**config.mk**
```make
export PLATFORM = sky130hd
export DESIGN_NAME = fetch_ctrl
export DESIGN_NICKNAME = d
export VERILOG_FILES = /design/src/rtl/cpu_pkg.sv /design/src/rtl/pc_reg.sv /design/src/rtl/fetch_ctrl.sv
export SDC_FILE = /design/constraint.sdc
export NUM_CORES = 1
export LEC_CHECK = 0
export BUFFER_PORTS_ARGS = -buffer_cell sky130_fd_sc_hd__buf_4
export CAP_MARGIN = 20
export CORE_ASPECT_RATIO = 1.25
export CORE_UTILIZATION = 45
export DETAILED_ROUTE_END_ITERATION = 6
export PLACE_DENSITY = 0.77
export SYNTH_ARGS = -nofsm -noshare
export SYNTH_HDL_FRONTEND = slang
export SYNTH_SLANG_ARGS = --single-unit
```
**constraint.sdc**
```tcl
create_clock -name clk -period 2.1 [get_ports clk]
set_input_delay 0.315 -clock clk [delete_from_list [all_inputs] [get_ports clk]]
set_output_delay 0.315 -clock clk [all_outputs]
set_load 0.05 [all_outputs]
```
**src/rtl/cpu_pkg.sv**
```systemverilog
// rtl/cpu_pkg.sv - shared fetch/decode types and opcode constants
package cpu_pkg;

    typedef enum logic [1:0] {
        IDLE = 2'd0,
        RUN  = 2'd1,
        HALT = 2'd2
    } fetch_state_t;

    localparam int OPCODE_W = 4;

    // The decoder compares against the same constant, so both stay in step.
    localparam logic [OPCODE_W-1:0] HALT_OPCODE_DEFAULT = 4'hF;

endpackage

```
**src/rtl/pc_reg.sv**
```systemverilog
// rtl/pc_reg.sv - program counter with reset > load > increment priority
module pc_reg #(
    parameter int                   BUS_WIDTH    = 16,
    parameter logic [BUS_WIDTH-1:0] RESET_VECTOR = '0
) (
    input  logic                 clk,
    input  logic                 rst,
    input  logic                 load,
    input  logic [BUS_WIDTH-1:0] target,
    input  logic                 inc,
    output logic [BUS_WIDTH-1:0] pc
);

    localparam logic [BUS_WIDTH-1:0] ONE = {{(BUS_WIDTH-1){1'b0}}, 1'b1};

    // Increment wraps naturally at 2^BUS_WIDTH.
    always_ff @(posedge clk) begin
        if (rst) begin
            pc <= RESET_VECTOR;
        end else if (load) begin
            pc <= target;
        end else if (inc) begin
            pc <= pc + ONE;
        end
    end

endmodule

```
**src/rtl/fetch_ctrl.sv**
```systemverilog
// rtl/fetch_ctrl.sv - instruction fetch sequencer with IR handshake, branch flush and halt
module fetch_ctrl
    import cpu_pkg::*;
#(
    parameter int                   BUS_WIDTH    = 16,
    parameter logic [BUS_WIDTH-1:0] RESET_VECTOR = 16'h0000,
    parameter logic [OPCODE_W-1:0]  HALT_OPCODE  = HALT_OPCODE_DEFAULT
) (
    input  logic                 clk,
    input  logic                 rst,
    input  logic                 start,
    output logic [BUS_WIDTH-1:0] instr_address,
    input  logic [BUS_WIDTH-1:0] instruction,
    output logic [BUS_WIDTH-1:0] ir,
    output logic [BUS_WIDTH-1:0] ir_pc,
    output logic                 ir_valid,
    input  logic                 ir_ready,
    input  logic                 branch_en,
    input  logic [BUS_WIDTH-1:0] branch_target,
    output logic                 halted
);

    fetch_state_t         state;
    fetch_state_t         next_state;
    logic [BUS_WIDTH-1:0] pc;
    logic                 slot_free;
    logic                 capture;
    logic                 pc_load;
    logic                 clear_valid;
    logic                 is_halt_op;

    assign slot_free     = !ir_valid || ir_ready;
    assign is_halt_op    = (instruction[BUS_WIDTH-1 -: OPCODE_W] == HALT_OPCODE);
    assign instr_address = pc;

    pc_reg #(
        .BUS_WIDTH    (BUS_WIDTH),
        .RESET_VECTOR (RESET_VECTOR)
    ) u_pc_reg (
        .clk    (clk),
        .rst    (rst),
        .load   (pc_load),
        .target (branch_target),
        .inc    (capture),
        .pc     (pc)
    );

    always_ff @(posedge clk) begin
        if (rst) begin
            state <= IDLE;
        end else begin
            state <= next_state;
        end
    end

    always_comb begin
        next_state  = state;
        pc_load     = 1'b0;
        capture     = 1'b0;
        clear_valid = 1'b0;
        case (state)
            IDLE: begin
                pc_load = branch_en;
                if (start) begin
                    next_state = RUN;
                end
            end
            RUN: begin
                // A branch flushes even an instruction decode is accepting now.
                if (branch_en) begin
                    pc_load     = 1'b1;
                    clear_valid = 1'b1;
                end else if (slot_free) begin
                    capture = 1'b1;
                    if (is_halt_op) begin
                        next_state = HALT;
                    end
                end
            end
            HALT: begin
                clear_valid = ir_ready;
            end
            default: begin
                next_state = IDLE;
            end
        endcase
    end

    always_ff @(posedge clk) begin
        if (rst) begin
            ir       <= '0;
            ir_pc    <= '0;
            ir_valid <= 1'b0;
            halted   <= 1'b0;
        end else begin
            if (capture) begin
                ir       <= instruction;
                ir_pc    <= pc;
                ir_valid <= 1'b1;
            end else if (clear_valid) begin
                ir_valid <= 1'b0;
            end
            halted <= (next_state == HALT);
        end
    end

endmodule

```
==> After elaboration in Yosys (flattened, before gate mapping) <==
Index checks and enable logic that the tools add are counted.
{ "totals": {"elab_cells": 31, "inputBits": 37, "reg_bits": 52, "output_inout_bits": 50} }
{ "classes": {"n_eq_ne": 4, "n_addsub": 1, "muxes": 15, "n_reduce_logical": 5} }
{ "ops": {"columns": ["op", "count"], "rows": [
  ["$mux W16", 2],
  ["$add A16 B1 Y16 const B", 1],
  ["$mux W2", 4],
  ["$mux W1", 6],
  ["$pmux W2 S3", 1],
  ["$eq A2 B2 Y1 const B", 2],
  ["$eq A4 B4 Y1 const B", 1],
  ["$pmux W1 S2", 2],
  ["$reduce_bool A2 Y1", 2],
  ["$eq A2 B1 Y1 const B", 1],
  ["$logic_not A2 Y1", 1],
  ["$logic_not A1 Y1", 1],
  ["$logic_or A1 B1 Y1", 1]
]} }

==> Longest topological paths before layout <==
Gate-level depths: netlist of the first run.
{ "depth": {"ltp_word": 7, "ltp_mapped": 8, "depth_no_buf": 6} }

==> Modules after synthesis <==
Synthesis of the first run repeated with hierarchy kept, for this count alone.
{ "unflattened": {"cells_unflattened": 284, "hier_area_um2": 2392.3} }
{ "by_module_without_submodules": {"columns": ["mod", "n_inst", "seq_area_each_um2", "cells_per_inst", "area_per_inst_um2"], "rows": [
  ["fetch_ctrl", 1, 720.7, 172, 1407.6],
  ["pc_reg", 1, 320.3, 112, 984.7]
]} }

==> Least setup slack after synthesis of the first run <==
OpenSTA, ideal clock, no wires.
{ "synth_timing": {"kind": "reg-to-reg", "from": "register u_pc_reg.pc[0]", "to": "register u_pc_reg.pc[12]", "t_required_ns": 2.009, "period_less_slack_ns": 1.956, "n_path_buf": 0, "path_stages_with_launch": 6, "setup_slack_ns": 0.144, "setup_time_ns": 0.091, "arrival_ns": 1.865, "cell_sequence": "dfxtp_1 -> ha_1 -> and2_1 -> nand2_1 -> or4_1 -> a311oi_1"} }
{ "synth_via": {"elab_chain_cells": 3} }
{ "synth_lines": {"columns": ["element", "line", "source"], "rows": [
  ["start, declared", "pc_reg.sv:11", "output logic [BUS_WIDTH-1:0] pc"],
  ["start signal, assigned", "pc_reg.sv:21", "pc <= target;"],
  ["start signal, assigned", "pc_reg.sv:23", "pc <= pc + ONE;"],
  ["$add A16 B1 Y16", "pc_reg.sv:23", null],
  ["$mux W16", "pc_reg.sv:22", "end else if (inc) begin"],
  ["$mux W16", "pc_reg.sv:20", "end else if (load) begin"]
]} }
Every way passes these cells. The select of a mux whose other input is x is not followed.
A chain may end at the register's enable or synchronous reset.

==> Final worst setup path of the first run <==
{ "layout_timing": {"from": "register state[1]", "to": "register u_pc_reg.pc[14]"} }
{ "layout_via": {"elab_chain_cells": 3, "word_cells_on_any_way": 6, "classes_between": "eq/ne (1); mux (3); reduce/logical (2)"} }
{ "layout_lines": {"columns": ["element", "line", "source"], "rows": [
  ["start, declared", "fetch_ctrl.sv:23", "fetch_state_t state;"],
  ["start signal, assigned", "fetch_ctrl.sv:52", "state <= next_state;"],
  ["$eq A2 B1 Y1 or $logic_not A2 Y1 (tied branches)", "fetch_ctrl.sv:61", "case (state)"],
  ["$pmux W1 S2 or $mux W1 (tied branches)", "fetch_ctrl.sv:61", null],
  ["$mux W16 or $reduce_bool A2 Y1 (tied branches)", null, null]
]} }
Several ways; a longest one is shown, not always the timed one.

==> results of run 1 <==
how the worst min path moves through the flow:
stage / slack (ps) / end
detailed placement: 450 / ir_pc[2]$_SDFFE_PP0P_
floorplan: 450 / ir[0]$_SDFFE_PP0P_
global route: 250 / ir[0]$_SDFFE_PP0P_
CTS: 240 / ir[11]$_SDFFE_PP0P_
global placement: 440 / ir_pc[9]$_SDFFE_PP0P_
finish: 240 / ir[11]$_SDFFE_PP0P_
worst max-delay path: stages (launching register included):
cell and delay (ps):
dfxtp_1 370, inv_1 100, ha_1 160, and2b_2 230, nand4_4 150, or4_1 540
a311oi_1 270
per-layer routing:
layer	vias up	GRT usage (%)	share of wire (%)
met2	82	40.6	51
met1	1086	28.2	41
met4	0	7.83	1.8
li1	1171	-	-
met3	10	4.31	6.2
met5	-	0	0
synth_stat cells (2+ instances only):
cell       n  share of area, %
dfxtp_1   52                46
a211oi_1   5               1.6
and2_1     2              0.55
ha_1       6               3.3
nor2_1    10               1.6
and3_1     4               1.1
nand2b_1   2              0.55
o31ai_1    4               1.3
a22oi_1    2              0.66
nand3_1    8               1.8
a31oi_1    7               1.9
nand4_1    3              0.82
nor4_1     2              0.55
a311oi_1   5               1.9
inv_1      6              0.99
o21ai_0    7               1.5
a21oi_1   37               8.1
or3_1      6               1.6
or4_1      3              0.99
o21bai_1   3              0.99
nand2_1   76                13
nor2b_1    2              0.55
nor3_1     3              0.66
clkbuf_1  16               2.6
logic make-up after synthesis:
kind of cell / after synthesis
adders and majority gates: 6
and+or+nand+nor: 126
xor gates and xnor gates: 2
DFF: 52
AOI/OAI and AO/OA: 77
buffers and inverters: 24
area by class of cell:
cell class	instances	area, um^2	area share, %
clock buffers	7	96.3	3.09
clock inverters	1	30.0	0.962
inverters	6	22.5	0.721
multi-input cells	211	1140	36.6
flip-flops and latches	52	1040	33.3
well taps	60	75.1	2.40
repair buffers	95	713	22.8
through the flow:
step | total power (W) | setup slack (ps) | util (%) | instances | instance area [um^2]
2_1_floorplan | 0.00148 | 144 | - | 287 | 2280
3_3_place_gp | 0.00168 | 323 | 62.4 | 424 | 3000
3_5_place_dp | 0.00169 | 216 | 62.4 | 424 | 3000
4_1_cts | 0.00241 | 189 | 65.0 | 432 | 3120
5_1_grt | 0.00251 | 75.3 | 65.0 | 432 | 3120
6_report | 0.00240 | 206 | 65.0 | 432 | 3120
power by group through the flow:
stage / registers [W] / logic [W] / clock network (W)
6_report: 0.00110 / 0.000565 / 0.000741
5_1_grt: 0.00111 / 0.000606 / 0.000793
4_1_cts: 0.00110 / 0.000567 / 0.000749
3_5_place_dp: 0.00112 / 0.000565 / 0
3_3_place_gp: 0.00112 / 0.000558 / 0
2_1_floorplan: 0.00130 / 0.000179 / 0
==> summary.txt, run 1 <==
multiplexer area fraction after synthesis: 0%
Async S/R FF share, synth: 0%
Adder-Cell Fraction of Synth Area: 3.29%
Int Power: 0.00166 W
FF-to-FF Start: state[1]$_SDFF_PP0_
Comb power frac: 23.5%
DRT antenna net count: 0
first-pass GRT wire length: 9650 um
GRT Residual Overflow: 0
WS Path Type: flip-flop to flip-flop
worst-case reg-to-reg path depth: 6
Fin Clk Skew: 6.65 ps
area of the core: 0.00480 mm^2
Reg clk slew, reported paths: 90 ps
Final Hold Viols: 0
xor and xnor area share after synthesis: 0.768%
synthesis-stage register bit count: 52
Seq pwr share: 45.7%
Peak VDD IR: 0.000517 V
fillers: 433
initial antenna violation count: 0
worst skew pair latency: 310 ps
final setup fails: 0
I/O pin cnt: 87
slew margin rel.: 65.0%
layout cells sized above 1: 28.5%
pin count of the biggest net entering global routing: 53
Yosys cell types: 40
Die X-Extent: 65.7 um
Setup crit end: u_pc_reg.pc[14]$_SDFFE_PP0P_
clock period minus worst slack: 1890 ps
startpoint types: flip-flop
P_sw: 0.000744 W
worst endpoint required time: 2320 ps
FF-to-FF End: u_pc_reg.pc[14]$_SDFFE_PP0P_
syn avg cell area: 7.94 um^2
Crit Path Max Fanout: 8
hold crit path type: input port to flip-flop
Leak Pwr: 1.26 nW
Setup Buffers After CTS: 0
status: finished, final reports clean
RD Place Congestion: 0.931
H-tree depth: 2
Final #Nets: 414
commonest non-fill, non-tap cell in the layout: buf_4
FF-to-FF setup slack: 210 ps
crit path DAT: 2110 ps
CTS tree: built
Setup crit end kind: flip-flop
via count: 2,349
I/O Buffers: 86
CTS Buffer Depth: 2
Hold Crit Start: instruction[11]
total of warnings raised by yosys: 0
Post-synth EDFFs: 0
CTS Buf Count: 5
Mapped Area: 0.00228 mm^2
CTS Hold Bufs: 0
Routed Wire Length: 5920 um
area share of and/or/nand/nor cells after synthesis: 25.6%
vias per inst: 5.44
Area Overhead vs Synth: 36.9%
Worst Max-Slew Pin Slew: 525 ps
post-DR wirelength/cell: 13.7 um
FP Rows: 28
Fmax: 0.528 GHz
max cap viols: 0
main combinational cell family by area after synthesis: simple AND/OR/NAND/NOR gates
Slew Limit Fails: 0
Post-Route Setup TNS: 0 ps
final hold slack: 243 ps
compound-gate portion of the synthesized area: 20.5%
Clk pwr share: 30.8%
Die ar.: 0.00536 mm^2
Post-CTS Resized: 0
diodes inserted: 0
clk sink count: 52
vias in the first global route: 2,148
starting density of the core: 47.5%
initial DRC count: 124
Syn Inst Count: 287
post-synthesis sequential area ratio: 45.7%
TritonRoute pass-1 iters: 4
period utilisation layout: 90.2%
switching share of power: 30.9%
Die Height: 81.6 um
worst setup path startpoint: state[1]$_SDFF_PP0_
RSZ-0062 raised after global routing: no
# DRC: 0
syn_nets: 330
commonest non-fill, non-tap cells in the layout: 95 x buf_4, 76 x nand2_1, 52 x dfxtp_1
gr usage total: 23.2%
hold path cells: 3
PwrDens: 770 mW/mm^2
dpl hpwl: 4220 um
CTS Root Cell: clkbuf_8
Top FF cell, synth: dfxtp_1
(Power assumes the default switching activity.)
==> run 2: changes to the inputs <==
==> constraint.sdc (replaced) <==
create_clock -name clk -period 2.22 [get_ports clk]
set_input_delay 0.333 -clock clk [delete_from_list [all_inputs] [get_ports clk]]
set_output_delay 0.333 -clock clk [all_outputs]
set_load 0.01 [all_outputs]
==> summary.txt, run 2 (synthesis results as in run 1) <==
status: finished, final reports clean
Finished Cell Area: 0.00305 mm^2
commonest non-fill, non-tap cells in the layout: 92 x buf_4, 76 x nand2_1, 52 x dfxtp_1
final setup fails: 0
vias per inst: 5.39
TritonRoute pass-1 iters: 4
CP peak stage delay: 530 ps
crit path DAT: 2270 ps
Post-CTS Resized: 0
CP Cell Sequence: inv_1 > ha_1 > and2b_2 > nand4_4 > or4_1 > a311oi_1
Die Height: 81.6 um
FF-to-FF setup slack: 180 ps
CTS Buf Count: 5
worst endpoint required time: 2440 ps
Leak Pwr: 1.22 nW
Final #Nets: 411
Final Hold Viols: 0
post-DR wirelength/cell: 13.5 um
Die X-Extent: 65.7 um
GRT Residual Overflow: 0
FF-to-FF End: u_pc_reg.pc[14]$_SDFFE_PP0P_
Setup Buffers After CTS: 0
Slew Limit Fails: 0
via count: 2,307
Post-Route Setup TNS: 0 ps
FF-to-FF Start: state[1]$_SDFF_PP0_
Util after Layout: 63.6%
H-tree depth: 2
vias in the first global route: 2,029
Fin Clk Skew: 5.21 ps
total power: 0.00193 W
final hold slack: 258 ps
Crit Path Max Fanout: 8
RD Place Congestion: 0.864
Fmax: 0.489 GHz
CTS tree: built
CTS Root Cell: clkbuf_8
CTS Buffer Depth: 2
starting density of the core: 47.5%
initial antenna violation count: 0
startpoint types: flip-flop
initial DRC count: 124
hold crit path type: input port to flip-flop
clock period minus worst slack: 2040 ps
slew margin rel.: 64.9%
CTS Hold Bufs: 0
I/O pin cnt: 87
Buf/Inv on CP: 1
commonest non-fill, non-tap cell in the layout: buf_4
slowest CP cell: or4_1
FP Rows: 28
diodes inserted: 0
worst skew pair latency: 310 ps
worst-case reg-to-reg path depth: 6
largest delay contributor family on the critical path: simple AND/OR/NAND/NOR gates
gr usage total: 21.9%
Die ar.: 0.00536 mm^2
Routed Wire Length: 5760 um
clk sink count: 52
max cap viols: 0
WS Path Type: flip-flop to flip-flop
Setup crit end: u_pc_reg.pc[14]$_SDFFE_PP0P_
layout cells sized above 1: 27.7%
pin count of the biggest net entering global routing: 53
RSZ-0062 raised after global routing: no
# DRC: 0
period utilisation layout: 92.1%
Worst Max-Slew Pin Slew: 526 ps
Setup crit end kind: flip-flop
Peak VDD IR: 0.000344 V
Reg clk slew, reported paths: 90 ps
DRT antenna net count: 0
PwrDens: 633 mW/mm^2
area of placed instances: 0.00297 mm^2
I/O Buffers: 86
Area Overhead vs Synth: 34.0%
dpl hpwl: 4180 um
cell depth of the worst setup path: 6
first-pass GRT wire length: 9120 um
fillers: 464
area of the core: 0.00480 mm^2
worst setup path startpoint: state[1]$_SDFF_PP0_
-- run 2: power by group --
group | internal (W) | switching (W) | total [W] | leakage, nW
logic | 0.000177 | 0.000189 | 0.000366 | 0.761
clock network | 0.000214 | 0.000309 | 0.000523 | 0.0400
registers | 0.000986 | 0.0000568 | 0.00104 | 0.424
-- run 2: how the worst min path moves through the flow --
stage	start	endpoint	slack, ps	depth (start not counted)
final	instruction[5]	ir[5]$_SDFFE_PP0P_	260	3
after detailed placement	ir_pc[2]$_SDFFE_PP0P_	ir_pc[2]$_SDFFE_PP0P_	450	2
after floorplan	instruction[0]	ir[0]$_SDFFE_PP0P_	470	2
after CTS	instruction[5]	ir[5]$_SDFFE_PP0P_	250	3
after global routing	instruction[3]	ir[3]$_SDFFE_PP0P_	260	3
after global placement	ir_pc[9]$_SDFFE_PP0P_	ir_pc[9]$_SDFFE_PP0P_	440	2
-- run 2: through the flow --
stage	setup slack (ps)	cells
after floorplan	404	287
after global placement	310	421
after detailed placement	200	421
after CTS	162	428
after global routing	31.4	428
final	176	428
-- run 2: tightest hold or removal path: cells and delay by family --
family | cells | cell delay [ps]
AOI/OAI and AO/OA | 1 | 50
buffers and inverters | 1 | 110
and+or+nand+nor | 1 | 40
-- run 2: final cells by class --
| class | instances | area [um^2] | area share (%) |
|---|---|---|---|
| clock buffers | 5 | 68.8 | 2.25 |
| clock inverters | 2 | 12.5 | 0.410 |
| inverters | 6 | 22.5 | 0.737 |
| multi-input cells | 211 | 1140 | 37.4 |
| flip-flops and latches | 52 | 1040 | 34.1 |
| well taps | 60 | 75.1 | 2.46 |
| repair buffers | 92 | 691 | 22.6 |
-- run 2: layer usage --
metal	share of wire, %	wire length, um	track usage, %
met5	0	0	0
met4	1.9	112	9.57
met3	6.2	358	4.31
met2	50	2900	37.6
met1	41	2390	26.2
==> run 3: changes to the inputs <==
--- a/config.mk
+++ b/config.mk
@@ -8,9 +8,9 @@
 export BUFFER_PORTS_ARGS = -buffer_cell sky130_fd_sc_hd__buf_4
 export CAP_MARGIN = 20
 export CORE_ASPECT_RATIO = 1.25
-export CORE_UTILIZATION = 45
+export CORE_UTILIZATION = 44
 export DETAILED_ROUTE_END_ITERATION = 6
-export PLACE_DENSITY = 0.77
+export PLACE_DENSITY = 0.79
 export SYNTH_ARGS = -nofsm -noshare
 export SYNTH_HDL_FRONTEND = slang
 export SYNTH_SLANG_ARGS = --single-unit
==> constraint.sdc (replaced) <==
create_clock -name clk -period 1.7 [get_ports clk]
set_input_delay 0.255 -clock clk [delete_from_list [all_inputs] [get_ports clk]]
set_output_delay 0.255 -clock clk [all_outputs]
set_load 0.01 [all_outputs]
==> summary.txt, run 3 (synthesis results as in run 1) <==
final setup fails: 1
worst-case reg-to-reg path depth: 6
Leak Pwr: 1.37 nW
post-DR wirelength/cell: 14.2 um
Die Height: 82.5 um
CTS Buffer Depth: 2
FF-to-FF setup slack: -4 ps
Die ar.: 0.00547 mm^2
P_sw: 0.000740 W
FF-to-FF Start: state[1]$_SDFF_PP0_
initial DRC count: 90
Fin Clk Skew: 6.07 ps
commonest non-fill, non-tap cells in the layout: 115 x buf_4, 75 x nand2_1, 50 x dfxtp_1
hold crit path type: input port to flip-flop
initial antenna violation count: 0
# DRC: 0
first-pass GRT wire length: 9900 um
failing checks: negative setup slack
Hold Crit Start: instruction[4]
Area Overhead vs Synth: 44.5%
dpl hpwl: 4590 um
Slew Limit Fails: 0
startpoint types: flip-flop
Post-Route Setup TNS: -3.83 ps
DRT antenna net count: 0
I/O Buffers: 86
via count: 2,444
H-tree depth: 2
switching share of power: 28.0%
WS Path Type: flip-flop to flip-flop
I/O pin cnt: 87
FP Rows: 28
WHS Endpoint: ir[4]$_SDFFE_PP0P_
crit path DAT: 1920 ps
clock period minus worst slack: 1700 ps
Post-Place Worst Slack: -50.7 ps
hold path cells: 3
Clk pwr share: 27.3%
CTS Buf Count: 5
CTS tree: built
Comb power frac: 22.0%
Reg clk slew, reported paths: 90 ps
Crit Path Max Fanout: 5
RD Place Congestion: 0.939
GRT Residual Overflow: 0
layout cells sized above 1: 34.1%
status: complete, but fails checks
diodes inserted: 0
area of the core: 0.00487 mm^2
Peak VDD IR: 0.000678 V
RSZ-0062 raised after global routing: yes
CTS Root Cell: clkbuf_8
Fmax: 0.587 GHz
worst endpoint required time: 1920 ps
worst skew pair latency: 310 ps
Worst Max-Slew Pin Slew: 552 ps
Setup crit end kind: flip-flop
Final #Nets: 435
TritonRoute pass-1 iters: 4
vias per inst: 5.40
max cap viols: 0
fin worst setup slack: -3.83 ps
commonest non-fill, non-tap cell in the layout: buf_4
CTS Hold Bufs: 0
clk sink count: 52
gr usage total: 23.7%
slew margin rel.: 63.2%
period utilisation layout: 100%
starting density of the core: 46.8%
Die X-Extent: 66.4 um
Int Power: 0.00191 W
Seq pwr share: 50.7%
vias in the first global route: 2,253
pin count of the biggest net entering global routing: 53
Routed Wire Length: 6450 um
PwrDens: 804 mW/mm^2
Final Hold Viols: 0
FF-to-FF End: u_pc_reg.pc[14]$_SDFFE_PP0P_
## run 3: cell types whose count changed in the layout (fill, tap and decap cells not counted), sizes merged
cell      previous run  this run
buf                 92       116
clkbuf               5         8
clkinv               1         0
clkinvlp             1         0
## run 3: worst max-delay path, cell delays in order, from the launching register on
cell and delay, ps:
dfxtp_2 340, inv_2 70, ha_4 120, and2b_2 210, nand4_4 130, or4_4 540, a311oi_1 210
## run 3: metrics by stage
step | util, % | std cells | power, W | hold slack, ps | cell area, um^2
3_5_place_dp | 64.4 | 442 | 0.00192 | 447 | 3130
5_1_grt | 67.7 | 453 | 0.00276 | 170 | 3290
6_report | 67.7 | 453 | 0.00265 | 183 | 3290
4_1_cts | 66.8 | 451 | 0.00264 | 176 | 3250
2_1_floorplan | - | 287 | 0.00163 | 391 | 2290
3_3_place_gp | 64.4 | 442 | 0.00191 | 442 | 3130
## run 3: routing by layer
metal	vias to the layer above	part of all wire [%]	routed length, um	track usage (%)
met5	-	0	0	0
met4	0	2.7	171	12.6
met3	15	3.9	253	5.49
met2	59	51	3280	41.4
met1	1158	43	2750	26.4
li1	1212	-	-	-
## run 3: power by group through the flow
stage	sequential (W)	combinational [W]	clock (W)
finish	0.00134	0.000581	0.000724
global route	0.00135	0.000628	0.000786
CTS	0.00134	0.000564	0.000736
detailed placement	0.00137	0.000555	0
global placement	0.00136	0.000549	0
floorplan	0.00140	0.000224	0
## run 3: layout make-up
class                           count  area (um^2)
Inverter                            6         22.5
Clock buffer                        8         90.1
Sequential cell                    52         1050
Tap cell                           60         75.1
Multi-Input combinational cell    211         1180
Fill cell                         424         1580
Timing Repair Buffer              116          883
## run 3: how the worst max path moves through the flow
| stage | startpoint | endpoint | slack (ps) | cells past startpoint |
|---|---|---|---|---|
| after global placement | state[0]$_SDFF_PP0_ | u_pc_reg.pc[14]$_SDFFE_PP0P_ | 30 | 5 |
| after global routing | state[1]$_SDFF_PP0_ | u_pc_reg.pc[14]$_SDFFE_PP0P_ | -70 | 6 |
| after floorplan | state[1]$_SDFF_PP0_ | u_pc_reg.pc[14]$_SDFFE_PP0P_ | -70 | 7 |
| after detailed placement | state[0]$_SDFF_PP0_ | u_pc_reg.pc[14]$_SDFFE_PP0P_ | -50 | 5 |
| after CTS | state[0]$_SDFF_PP0_ | u_pc_reg.pc[14]$_SDFFE_PP0P_ | 9 | 5 |
| final | state[1]$_SDFF_PP0_ | u_pc_reg.pc[14]$_SDFFE_PP0P_ | -4 | 6 |
## run 3: repair_timing
| action | in CTS | in global routing |
|---|---|---|
| endpoints found under the setup margin | 7 | 31 |
| pin swaps | 3 | 3 |
| endpoints found under the hold margin | 0 | 0 |
| setup buffers | 1 | 2 |
| resized for setup | 4 | 7 |
